===== config.mk =====
export PLATFORM = sky130hd
export DESIGN_NAME = multicycle_ctrl
export DESIGN_NICKNAME = d
export VERILOG_FILES = /design/src/rtl/multicycle_ctrl.sv
export SDC_FILE = /design/constraint.sdc
export NUM_CORES = 1
export LEC_CHECK = 0
export ABC_AREA = 0
export CORE_AREA = 2 2 92 94
export CTS_CLUSTER_SIZE = 12
export DETAILED_ROUTE_END_ITERATION = 16
export DIE_AREA = 0 0 94 96
export GPL_TIMING_DRIVEN = 0
export HOLD_SLACK_MARGIN = 0.08
export PLACE_DENSITY_LB_ADDON = 0.25
export SLEW_MARGIN = 40
export SYNTH_ARGS = -nofsm -noshare
export SYNTH_HDL_FRONTEND = slang
export SYNTH_SLANG_ARGS = --single-unit

===== constraint.sdc =====
create_clock -name clk -period 1.9 [get_ports clk]
set_input_delay 0.19 -clock clk [delete_from_list [all_inputs] [get_ports clk]]
set_output_delay 0.19 -clock clk [all_outputs]
set_load 0.01 [all_outputs]

===== src/rtl/multicycle_ctrl.sv =====
// Multicycle RV32I control FSM: sequences fetch/decode/exec/mem/writeback,
// latches immediate-format and ALU controls at DECODE, counts retirements.
module multicycle_ctrl #(
  parameter int INSTRET_W = 32
) (
  input  logic                 clk,
  input  logic                 rst_n,
  input  logic [31:0]          instr,
  input  logic                 mem_ready,
  input  logic                 branch_taken,
  output logic                 ir_we,
  output logic                 pc_we,
  output logic                 pc_sel,
  output logic                 mem_req,
  output logic                 mem_we,
  output logic                 mem_ifetch,
  output logic [1:0]           imm_sel,
  output logic [11:0]          imm_hi,
  output logic [4:0]           imm_lo,
  output logic                 alu_src_imm,
  output logic [3:0]           alu_op,
  output logic                 reg_we,
  output logic                 wb_sel,
  output logic                 illegal,
  output logic [INSTRET_W-1:0] instret
);

  localparam logic [6:0] OP_R  = 7'b0110011;
  localparam logic [6:0] OP_I  = 7'b0010011;
  localparam logic [6:0] OP_LD = 7'b0000011;
  localparam logic [6:0] OP_ST = 7'b0100011;
  localparam logic [6:0] OP_BR = 7'b1100011;

  typedef enum logic [2:0] {FETCH, DECODE, EXEC, MEM, WB, HALT} state_t;
  typedef enum logic [1:0] {K_ALU, K_LOAD, K_STORE, K_BR} kind_t;

  state_t state;
  kind_t  kind;

  logic [6:0]  opc;
  logic [2:0]  f3;
  logic        d_ok, d_src, d_wb;
  kind_t       d_kind;
  logic [1:0]  d_sel;
  logic [3:0]  d_op;
  logic [11:0] d_hi;
  logic        unused_rs1;

  assign opc        = instr[6:0];
  assign f3         = instr[14:12];
  assign unused_rs1 = ^instr[19:15];

  always_comb begin
    d_ok   = 1'b1;
    d_kind = K_ALU;
    d_sel  = 2'b00;
    d_op   = 4'b0000;
    d_src  = 1'b0;
    d_wb   = 1'b0;
    d_hi   = instr[31:20];
    case (opc)
      OP_R: d_op = {instr[30], f3};
      OP_I: begin
        d_src = 1'b1;
        if (f3 == 3'b001 || f3 == 3'b101) begin
          d_sel = 2'b10;
          d_op  = {instr[30], f3};
        end else begin
          d_op = {1'b0, f3};
        end
      end
      OP_LD: begin
        d_kind = K_LOAD;
        d_src  = 1'b1;
        d_wb   = 1'b1;
      end
      OP_ST: begin
        d_kind = K_STORE;
        d_sel  = 2'b01;
        d_src  = 1'b1;
        d_hi   = {instr[31], instr[30:25], 5'b0};
      end
      OP_BR: begin
        d_kind = K_BR;
        d_sel  = 2'b11;
        d_op   = 4'b1000;
        d_hi   = {instr[31], instr[30:25], 5'b0};
      end
      default: d_ok = 1'b0;
    endcase
  end

  // Strobes are gated by rst_n so nothing fires while reset is held.
  always_comb begin
    ir_we      = 1'b0;
    pc_we      = 1'b0;
    pc_sel     = 1'b0;
    mem_req    = 1'b0;
    mem_we     = 1'b0;
    mem_ifetch = 1'b0;
    reg_we     = 1'b0;
    if (rst_n) begin
      case (state)
        FETCH: begin
          mem_req    = 1'b1;
          mem_ifetch = 1'b1;
          ir_we      = mem_ready;
        end
        EXEC: if (kind == K_BR) begin
          pc_we  = 1'b1;
          pc_sel = branch_taken;
        end
        MEM: begin
          mem_req = 1'b1;
          mem_we  = (kind == K_STORE);
          pc_we   = (kind == K_STORE) && mem_ready;
        end
        WB: begin
          reg_we = 1'b1;
          pc_we  = 1'b1;
        end
        default: ;
      endcase
    end
  end

  // Every retirement path updates the PC exactly once, so pc_we marks retire.
  always_ff @(posedge clk or negedge rst_n) begin
    if (!rst_n) begin
      state       <= FETCH;
      kind        <= K_ALU;
      imm_sel     <= 2'b00;
      imm_hi      <= 12'h000;
      imm_lo      <= 5'h00;
      alu_op      <= 4'h0;
      alu_src_imm <= 1'b0;
      wb_sel      <= 1'b0;
      illegal     <= 1'b0;
      instret     <= '0;
    end else begin
      if (pc_we) instret <= instret + {{(INSTRET_W-1){1'b0}}, 1'b1};
      case (state)
        FETCH: if (mem_ready) state <= DECODE;
        DECODE: begin
          imm_sel     <= d_sel;
          imm_hi      <= d_hi;
          imm_lo      <= instr[11:7];
          alu_op      <= d_op;
          alu_src_imm <= d_src;
          wb_sel      <= d_wb;
          kind        <= d_kind;
          if (d_ok) begin
            state <= EXEC;
          end else begin
            illegal <= 1'b1;
            state   <= HALT;
          end
        end
        EXEC: begin
          case (kind)
            K_ALU:            state <= WB;
            K_LOAD, K_STORE:  state <= MEM;
            default:          state <= FETCH;
          endcase
        end
        MEM:     if (mem_ready) state <= (kind == K_STORE) ? FETCH : WB;
        WB:      state <= FETCH;
        HALT:    state <= HALT;
        default: state <= FETCH;
      endcase
    end
  end

endmodule


Word-level counts from Yosys, hierarchy flattened:

Index checks and enable logic that the tools add are counted.

* input port bits: 36
* flip-flop bits (word level): 63
* output and inout port bits: 65

* reduce and logical (&&, ||, !) cells: 11
* eq/ne operators: 17
* bitwise logic cells: 1
* mux-type cells: 31
* add/subtract/negate cells: 1

Operators with widths (count)
* $add A32 B1 Y32 const B: 1
* $mux W1: 18
* $pmux W3 S5: 1
* $eq A7 B6 Y1 const B: 2
* $mux W3: 4
* $pmux W2 S3: 2
* $pmux W4 S3: 1
* $eq A3 B3 Y1 const B: 3
* $eq A7 B2 Y1 const B: 1
* $eq A7 B5 Y1 const B: 1
* $eq A7 B7 Y1 const B: 1
* $eq A3 B1 Y1 const B: 2
* $eq A3 B2 Y1 const B: 2
* $pmux W3 S2: 1
* $reduce_or A2 Y1: 3
* $mux W5: 1
* $reduce_or A5 Y1: 1
* $eq A2 B2 Y1 const B: 2
* $mux W4: 1
* $ne A2 B2 Y1 const B: 2
* $reduce_and A2 Y1: 2
* $logic_not A3 Y1: 1
* $pmux W1 S3: 1
* $reduce_or A3 Y1: 1
* other kinds (6): 6

Longest topological paths before layout:

Gate-level depths: netlist (run 1).

* word-level depth: 5
* mapped depth: 7
* gate-level depth less buffers: 5

Least setup slack after synthesis (run 1):

No wires, ideal clock.

* kind: reg2reg
* from: register instret[3]
* to: register instret[25]
* library setup time: 0.079 ns
* cell stages (with the launch flop): 6
* period minus slack after synthesis: 1.872 ns
* buffers on the path: 1
* setup slack: 0.028 ns
* data arrival time: 1.793 ns
* path through: dfrtp_1 -> nand3_2 -> or4_4 -> buf_8 -> a2111oi_4 -> xor2_1

* word-level cells in the longest chain between the ends: 1

RTL lines
* from (decl): RTL line 25 `output logic [INSTRET_W-1:0] instret`
* from (signal assigned): RTL line 141 `if (pc_we) instret <= instret + {{(INSTRET_W-1){1'b0}}, 1'b1};`
* $add A32 B1 Y32: RTL line 141

Every way passes these cells.
A chain may end at the register's enable or synchronous reset.

Worst setup path in the final report (run 1):

* from: register kind[1]
* to: register instret[22]

* word-level cells in the longest chain between the ends: 4

RTL lines
* from (decl): RTL line 38 `kind_t kind;`
* from (signal assigned): RTL line 151 `kind <= d_kind;`
* $eq A2 B2 Y1, on equally long branches: RTL line 109, 116
* $mux W1 or $logic_and A1 B1 Y1 (tied branches): RTL line 109, 116
* $pmux W1 S3 *: RTL line 103 `case (state)`
* $mux W1 *: RTL line 102 `if (rst_n) begin`

Every way passes the cells marked *; elsewhere a longest branch is shown, timed or not.

==> impl_metrics.toml, run 1 <==
[global_route]
antenna_found_initial = 0
grt_pass1_vias = 2829
grt_usage_pct = 18.9
grt_pass1_wl_mm = 13.4
grt_max_degree = 36
grt_overflow = 0

[die]
core_region_area_sq_um = 8050
rows = 33
initial_core_util_pct = 40.9
die-area_sq_um = 9020
boundaryPins = 101
die_w_um = 94
die_h_um = 96

[route]
ant_nets = 0
drt_iter0_markers = 104
avgViaCountPerCell = 5.20
drc = 0
first_pass_iters = 5
wl_per_cell_um = 15.4
wl_mm = 8.79
vias = 2967

[hold_path]
whs_path_depth = 3
hold_path_class = "input pin to flip-flop"

[worst_setup_path]
endpoint_kind = "flip-flop"
critPathArrivalTime_ps = 2170
rr_worst_depth = 7
crit_chain = "ha_2 > nand3b_1 > a211o_1 > buf_6 > buf_16 > a2111oi_4 > xor2_1"
critPathBufInv = 2
critPathMaxStageDelay_ps = 360
cp-start-kind = "flip-flop"
crit_start = "kind[1]"
r2r-end = "instret[22]"
cp_num_cells = 7
critPathMaxFanout = 5
endpoint = "instret[22]"
cp_top_family = "compound AO/OA/AOI/OAI gates"
slowest_stage = "dfrtp_1"
reg2reg_slack_ps = -20
r2r_start = "kind[1]"
crit_required_ps = 2150
criticalPathCategory = "flip-flop to flip-flop"

[yosys]
synthesis.area_sq_um = 3290
synth_warnings = 0
synthCells = 312
synth_nets = 352
ys_types = 46
syn_avg_cell_area_sq_um = 10.5
synth_seq_cells = 63
seq_area_frac_synth_pct = 47.9

[timing]
setup_ws_ps = -15.6
fmax_mhz = 522
post-route-period-util_pct = 101
drv_slew = 0
worst_slew_pin_slew_ps = 600
hold_viol_final = 0
min_period_ps = 1920
whs_ps = 383
timing.slew.headroom_pct = 59.9
rsz0062_at_grt = "yes"
finalSetupViolCount = 3
skew_ps = 11.2

[clock_tree]
numCtsBuffers = 9
cts_tree = "done"
ctsRootBufferMaster = "clkbuf_8"
cts_buffer_depth = 2
clock-sinks = 63
path_clk_slew_ps = 70
htree_num_levels = 3
clock_latency_ps = 330

[placement]
port_buffers = 95
gp_congestion = 0.796
place_hpwl_mm = 5.49
place_inst = 513
preCtsSetupSlack_ps = -633

[power]
power.density_nw_per_um2 = 997
p_leak_nw = 2.16
design_power_total_mw = 5.28
ir_worst_vdd_v = 0.000665

[layout]
final_cell_mix = "87 x clkdlybuf4s50_1, 75 x nand2_1, 55 x dfrtp_1, 33 x buf_4, 22 x xor2_1"
drive_gt1_share_pct = 24.9
fillers = 624
antenna_cells = 0
layout_commonest_cell = "clkdlybuf4s50_1"
final_nets = 501
syn_to_final_growth_pct = 61.1
layout.cells.non_filler = 571
fin_util_pct = 65.8

[outcome]
violations = "negative setup slack"
status = "finished with violations"

[run]
maxCapViolations = 0
[cell families after synthesis]
family          after synthesis  synth area share, %
mux                           1                0.342
fa+ha+maj                     4                 1.52
compound gates               55                 18.7
xor+xnor                     32                 8.52
simple gates                132                 19.5
flops                        63                 47.9
buf+inv                      25                 3.54
[worst reg2reg max path: stages (launching register included)]
cell and delay [ps]:
dfrtp_1 360, ha_2 190, nand3b_1 90, a211o_1 340, buf_6 150, buf_16 150, a2111oi_4 360, xor2_1 200
[state kept, by name, summed over array words and instances, names as in the netlist]
| name | cells |
|---|---|
| imm_hi | 12 |
| illegal | 1 |
| alu_op | 4 |
| instret | 32 |
| wb_sel | 1 |
| alu_src_imm | 1 |
| imm_lo | 5 |
| kind | 2 |
| imm_sel | 2 |
| state | 3 |
[synthesized netlist by cell type (all sizes together)]
cell type	number	area (sq um)
a211o	1	8.76
xor2	22	193
a2111oi	16	359
o2111ai	5	43.8
nor4	2	12.5
or2	1	6.26
a32oi	1	8.76
o211ai	4	30.0
and3	5	32.5
buf	9	56.3
nand2	76	285
and4	4	35.0
ha	4	50.1
clkbuf	7	26.3
inv	9	33.8
a211oi	5	37.5
dfrtp	63	1580
a21oi	6	30.0
a31oi	1	6.26
o21ai	13	65.1
and3b	1	8.76
and2	2	12.5
nor2	9	33.8
nor3	1	5.00
nor2b	2	12.5
xnor2	10	87.6
or4	2	18.8
mux2	1	11.3
a221oi	1	8.76
and4b	1	10.0
nand2b	5	31.3
o21bai	1	7.51
nand3b	2	15.0
nand4	7	50.1
a31o	1	8.76
nand4bb	1	11.3
nand3	11	60.1
[cell type report]
type / count / area, sq um / area share (%)
clock inverters: 3 / 40.0 / 0.755
flip-flops and latches: 63 / 1590 / 29.9
clock buffers: 13 / 169 / 3.19
repair buffers: 139 / 1410 / 26.6
well taps: 105 / 131 / 2.48
plain buffers: 15 / 156 / 2.95
inverters: 9 / 33.8 / 0.637
multi-input cells: 224 / 1770 / 33.4
[worst min-delay path by stage]
| stage | start | endpoint | slack (ps) |
|---|---|---|---|
| 4_1_cts | instr[7] | imm_lo[0] | 370 |
| 3_3_place_gp | alu_src_imm | alu_src_imm | 450 |
| 3_5_place_dp | rst_n | instret[5] | 150 |
| 6_report | instr[7] | imm_lo[0] | 380 |
| 5_1_grt | instr[28] | imm_hi[8] | 390 |
| 2_1_floorplan | rst_n | alu_op[0] | -110 |
[metal layers]
layer  up-vias  track usage (%)  wire [um]
met5         -                0          0
met4         0             5.92        114
met3        19             5.32        553
met2       109             31.1       4340
met1      1436             24.3       3780
li1       1403                -          -
[through the flow]
stage          cell area [sq um]  TNS [ps]
3_3_place_gp                4370   -197970
4_1_cts                     5030     -23.7
5_1_grt                     5300      -551
6_report                    5300     -27.3
3_5_place_dp                4390    -10360
2_1_floorplan               3290         0
[power breakdown]
group	total, mW	switching (mW)	leakage (nW)	internal, mW
clock network	1.22	0.512	0.109	0.711
logic	2.15	1.03	1.28	1.12
registers	1.91	0.252	0.772	1.66
[repair_timing]
item,4_1_cts,5_1_grt
resized for setup,53,30
pin swaps,9,24
hold endpoints to repair,63,0
cloned,1,1
setup buffers,16,18
hold buffers,7,0
setup endpoints to repair,25,51
Power figures use the tool's default switching activity.
==> inputs of run 2 (changes only) <==
- CAP_MARGIN: unset -> 30
- CORE_AREA: 2 2 92 94 -> 2 2 90 92
- CTS_BUF_LIST: unset -> sky130_fd_sc_hd__clkbuf_4
- DIE_AREA: 0 0 94 96 -> 0 0 92 94
==> run 2 against run 1 <==
The run still ends with negative setup slack left. Fmax down 5.3%. Sequential power is 2% lower. Cell count down 0.35%. Clock power about the same. Worst setup slack got worse by 110 ps. Largest power group unchanged. Die area is 4.2% lower. Global-route usage up 2.8 points.
==> impl_metrics.toml, run 2 (synthesized netlist as in run 1, its figures left out) <==
[route]
drt_iter0_markers = 118
drc = 0
ant_nets = 0
avgViaCountPerCell = 5.24
vias = 2984
first_pass_iters = 4
wl_per_cell_um = 16.1
wl_mm = 9.15

[timing]
hold_viol_final = 0
setup_ws_ps = -124
fmax_mhz = 494
skew_ps = 22.4
finalSetupViolCount = 22
min_period_ps = 2020
worst_slew_pin_slew_ps = 673
post-route-period-util_pct = 107
timing.slew.headroom_pct = 55.1
drv_slew = 0
rsz0062_at_grt = "yes"

[die]
rows = 32
core_region_area_sq_um = 7610
die-area_sq_um = 8650
die_h_um = 94
boundaryPins = 101
die_w_um = 92
initial_core_util_pct = 43.2

[worst_setup_path]
critPathMaxStageDelay_ps = 370
r2r_start = "kind[1]"
criticalPathCategory = "flip-flop to flip-flop"
path_common_cell = "buf_6"
crit_chain = "ha_2 > nand3b_1 > a211o_1 > buf_6 > buf_6 > bufbuf_16 > a211oi_2 > xor2_1"
critPathArrivalTime_ps = 2370
critPathMaxFanout = 4
crit_start = "kind[1]"
cp_num_cells = 8
critPathBufInv = 3
slowest_stage = "dfrtp_1"
cp-start-kind = "flip-flop"
crit_required_ps = 2250
cp_top_family = "compound AO/OA/AOI/OAI gates"
endpoint = "instret[7]"
endpoint_kind = "flip-flop"
rr_worst_depth = 8
reg2reg_slack_ps = -120
r2r-end = "instret[7]"

[outcome]
status = "finished with violations"
violations = "negative setup slack"

[clock_tree]
ctsRootBufferMaster = "clkbuf_4"
cts_tree = "done"
cts_buffer_depth = 2
path_clk_slew_ps = 120
clock-sinks = 63
numCtsBuffers = 9
clock_latency_ps = 420
htree_num_levels = 3

[power]
ir_worst_vdd_v = 0.000763
swShare_pct = 34.2
power_frac_clock_pct = 22.7
design_power_total_mw = 5.36
power.density_nw_per_um2 = 1020
p_switching_mw = 1.84
p_int_mw = 3.53
pwr-share-seq_pct = 34.9
p_leak_nw = 2.14
p_comb_share_pct = 42.5

[global_route]
grt_usage_pct = 21.7
grt_max_degree = 34
grt_pass1_vias = 3030
grt_overflow = 0
grt_pass1_wl_mm = 14.7
antenna_found_initial = 0

[placement]
gp_congestion = 0.803
place_hpwl_mm = 5.61
port_buffers = 95
placed_area_sq_um = 4390
place_inst = 510

[layout]
drive_gt1_share_pct = 25.1
final_nets = 502
layout_commonest_cell = "clkdlybuf4s50_1"
fillers = 564
final_cell_mix = "87 x clkdlybuf4s50_1, 75 x nand2_1, 56 x dfrtp_1, 33 x buf_4, 22 x xor2_1"
fin_area_sq_um = 5270
layout.cells.non_filler = 569
antenna_cells = 0
top_register = "instret"
reg_top3 = "instret: 32 flops, imm_hi: 12 flops, imm_lo: 5 flops"
syn_to_final_growth_pct = 60.1
largest_register_ffs = 32

[run]
maxCapViolations = 0

[hold_path]
hold_path_class = "input pin to flip-flop"
## run 2: layout make-up
type	instances	area [sq um]	area share, %
Multi-Input combinational cell	224	1770	33.6
Inverter	9	33.8	0.641
Clock inverter	7	121	2.30
Sequential cell	63	1590	30.1
Tap cell	102	128	2.42
Timing Repair Buffer	139	1420	26.9
Clock buffer	9	67.6	1.28
Buffer	16	145	2.76
## run 2: power by group through the flow
stage	logic (mW)	registers [mW]	clock network [mW]
2_1_floorplan	0.721	2.01	0
3_3_place_gp	1.68	1.91	0
3_5_place_dp	1.72	1.92	0
4_1_cts	2.15	1.86	1.23
5_1_grt	2.47	1.90	1.31
6_report	2.28	1.87	1.22
## run 2: worst min-delay path by stage
stage | start | end | slack [ps] | depth (start not counted)
after floorplan | rst_n | alu_op[0] | -110 | 0
after global placement | alu_src_imm | alu_src_imm | 460 | 2
after detailed placement | rst_n | instret[5] | 150 | 1
after CTS | instr[29] | imm_hi[9] | 260 | 3
after global routing | instr[11] | imm_lo[4] | 250 | 3
final | instr[29] | imm_hi[9] | 290 | 3
## run 2: timing repair
| item | in CTS | in global routing |
|---|---|---|
| hold buffers | 6 | 0 |
| setup endpoints to repair | 25 | 56 |
| gates resized for setup | 51 | 26 |
| endpoints found under the hold margin | 63 | 0 |
| setup buffers | 25 | 10 |
| pin swaps | 11 | 17 |
| gates cloned | 2 | 0 |
## run 2: worst register-to-register path: cells and delay by family (launching register included)
kind / cells / cell delay (ps)
AND/OR/NAND/NOR: 1 / 120
AO/OA/AOI/OAI: 2 / 600
XOR/XNOR: 1 / 170
buffers and inverters: 3 / 540
adder cells (fa/ha/maj): 1 / 190
flip-flops: 1 / 370
## run 2: routing by layer
metal  track usage, %  wire (um)
met1             25.7       3760
met2             36.8       4560
met3             7.78        609
met4             7.21        214
met5                0          0
## run 2: metrics by stage
stage          util (%)  hold WS [ps]  setup slack [ps]  TNS, ps
2_1_floorplan         -          -106              28.1        0
3_3_place_gp       57.4           455             -2850  -198120
3_5_place_dp       57.7           154              -637   -10450
4_1_cts            66.9           262             -91.5     -749
5_1_grt            69.2           254              -235    -3660
6_report           69.2           289              -124    -1550
==> inputs of run 3 (changes only) <==
--- a/config.mk
+++ b/config.mk
@@ -10,4 +10,5 @@
 export CORE_AREA = 2 2 90 92
 export CTS_BUF_LIST = sky130_fd_sc_hd__clkbuf_4
+export CTS_CLUSTER_DIAMETER = 40
 export CTS_CLUSTER_SIZE = 12
 export DETAILED_ROUTE_END_ITERATION = 16
==> constraint.sdc (replaced) <==
create_clock -name clk -period 1.9 [get_ports clk]
set_input_delay 0.38 -clock clk [delete_from_list [all_inputs] [get_ports clk]]
set_output_delay 0.38 -clock clk [all_outputs]
set_load 0.01 [all_outputs]
==> run 3 against run 2 <==
Clock skew shrank 12 ps. Global-route usage shrank 0.59 points. The run still ends with negative setup slack left. Final area shrank 1.2%. Count of clock-buffer cells in the layout is the same. Highest routed layer unchanged. Critical path type is now flip-flop to output port.
==> impl_metrics.toml, run 3 (synthesized netlist as in run 1, its figures left out) <==
[layout]
drive_gt1_share_pct = 26.5
antenna_cells = 0
fin_area_sq_um = 5210
layout.cells.non_filler = 573
top_register = "instret"
final_nets = 506
syn_to_final_growth_pct = 58.3
final_cell_mix = "85 x clkdlybuf4s50_1, 74 x nand2_1, 54 x dfrtp_1, 37 x buf_4, 22 x xor2_1"
largest_register_ffs = 32
layout_commonest_cell = "clkdlybuf4s50_1"
reg_top3 = "instret: 32 flops, imm_hi: 12 flops, imm_lo: 5 flops"
fin_util_pct = 68.4

[power]
power.density_nw_per_um2 = 1020
pwr-share-seq_pct = 35.4
swShare_pct = 34.2
p_int_mw = 3.49
p_leak_nw = 2.16
design_power_total_mw = 5.30
p_switching_mw = 1.81
power_frac_clock_pct = 22.8
p_comb_share_pct = 41.8
ir_worst_vdd_v = 0.000763

[die]
die-area_sq_um = 8650
boundaryPins = 101
initial_core_util_pct = 43.2
rows = 32
die_w_um = 92
core_region_area_sq_um = 7610
die_h_um = 94

[worst_setup_path]
slowest_stage = "dfrtp_2"
crit_required_ps = 1520
cp-start-kind = "flip-flop"
critPathMaxFanout = 5
criticalPathCategory = "flip-flop to output port"
endpoint_kind = "output port"
crit_chain = "nand3b_1 > a211o_1 > buf_6 > nand2_4 > buf_6"
path_common_cell = "buf_6"
critPathBufInv = 2
critPathArrivalTime_ps = 1730
critPathMaxStageDelay_ps = 460
cp_top_family = "flip-flops"

[placement]
place_hpwl_mm = 5.61
place_inst = 510
placed_area_sq_um = 4390
gp_congestion = 0.803
port_buffers = 95

[outcome]
status = "finished with violations"
violations = "negative setup slack"

[global_route]
antenna_found_initial = 0
grt_pass1_wl_mm = 14.3
grt_overflow = 0
grt_max_degree = 31
grt_pass1_vias = 3000
grt_usage_pct = 21.1

[clock_tree]
numCtsBuffers = 9
clock_latency_ps = 410
htree_num_levels = 3
cts_buffer_depth = 2
path_clk_slew_ps = 110
cts_tree = "done"
clock-sinks = 63
ctsRootBufferMaster = "clkbuf_4"

[route]
first_pass_iters = 5
drc = 0
drt_iter0_markers = 84
wl_per_cell_um = 15.3
vias = 2940
avgViaCountPerCell = 5.13
ant_nets = 0
wl_mm = 8.78

[timing]
fmax_mhz = 475
setup_ws_ps = -206
worst_slew_pin_slew_ps = 628
drv_slew = 0
timing.slew.headroom_pct = 58.1
post-route-period-util_pct = 111
min_period_ps = 2110
hold_viol_final = 0
finalSetupViolCount = 32
rsz0062_at_grt = "yes"
skew_ps = 10.8
whs_ps = 477

[run]
maxCapViolations = 0

[hold_path]
hold_path_class = "input pin to flip-flop"
[run 3: changes by cell type in the layout (fill, tap and decap cells not counted), moves of 3 or more]
cell and delta:
a211oi_1 +4, a211oi_2 -3, buf_2 +5, buf_4 +4, buf_6 +4, dlygate4sd2_1 -4
[run 3: layout make-up]
class	instances	area, sq um
fill	589	2400
buffer	15	128
sequential	63	1590
tap	102	128
timing repair buffer	144	1420
clock inverter	7	121
clock buffer	9	67.6
multi-input combinational	224	1720
inverter	9	36.3
[run 3: worst paths after layout]
kind	depth (start not counted)	slack (ps)	endpoint	start
max	5	-210	pc_we	state[2]
min	3	480	imm_hi[9]	instr[29]
max reg2reg	6	-130	instret[11]	state[2]
min reg2reg	1	480	instret[31]	instret[31]
max in group asynchronous	4	880	instret[3]	rst_n
min in group asynchronous	4	590	instret[5]	rst_n
[run 3: tightest hold or removal path, cell delays in order]
cell	delay, ps
clkdlybuf4s50_1	390
nand2_1	60
nand2_1	40
[run 3: through the flow]
stage	worst slack, ps	TNS [ps]
2_1_floorplan	28.1	0
3_3_place_gp	-3230	-218880
3_5_place_dp	-1020	-19200
4_1_cts	-215	-533
5_1_grt	-275	-5250
6_report	-206	-2420
[run 3: power by group through the flow]
| stage | logic (mW) | clock network, mW | registers, mW |
|---|---|---|---|
| 3_5_place_dp | 1.72 | 0 | 1.92 |
| 3_3_place_gp | 1.68 | 0 | 1.91 |
| 4_1_cts | 2.13 | 1.23 | 1.87 |
| 5_1_grt | 2.42 | 1.30 | 1.92 |
| 2_1_floorplan | 0.721 | 0 | 2.01 |
| 6_report | 2.22 | 1.21 | 1.88 |
[run 3: metal layers]
metal,track usage (%),share of wire [%]
met1,25.3,43
met2,35.9,49
met3,6.02,6.2
met4,8.33,1.9
met5,0,0
[run 3: timing repair]
item	CTS	global route
pin swaps	7	14
gates cloned	1	0
hold buffers	6	0
setup endpoints to repair	29	61
hold endpoints to repair	38	0
resized for setup	76	24
setup buffers	30	12
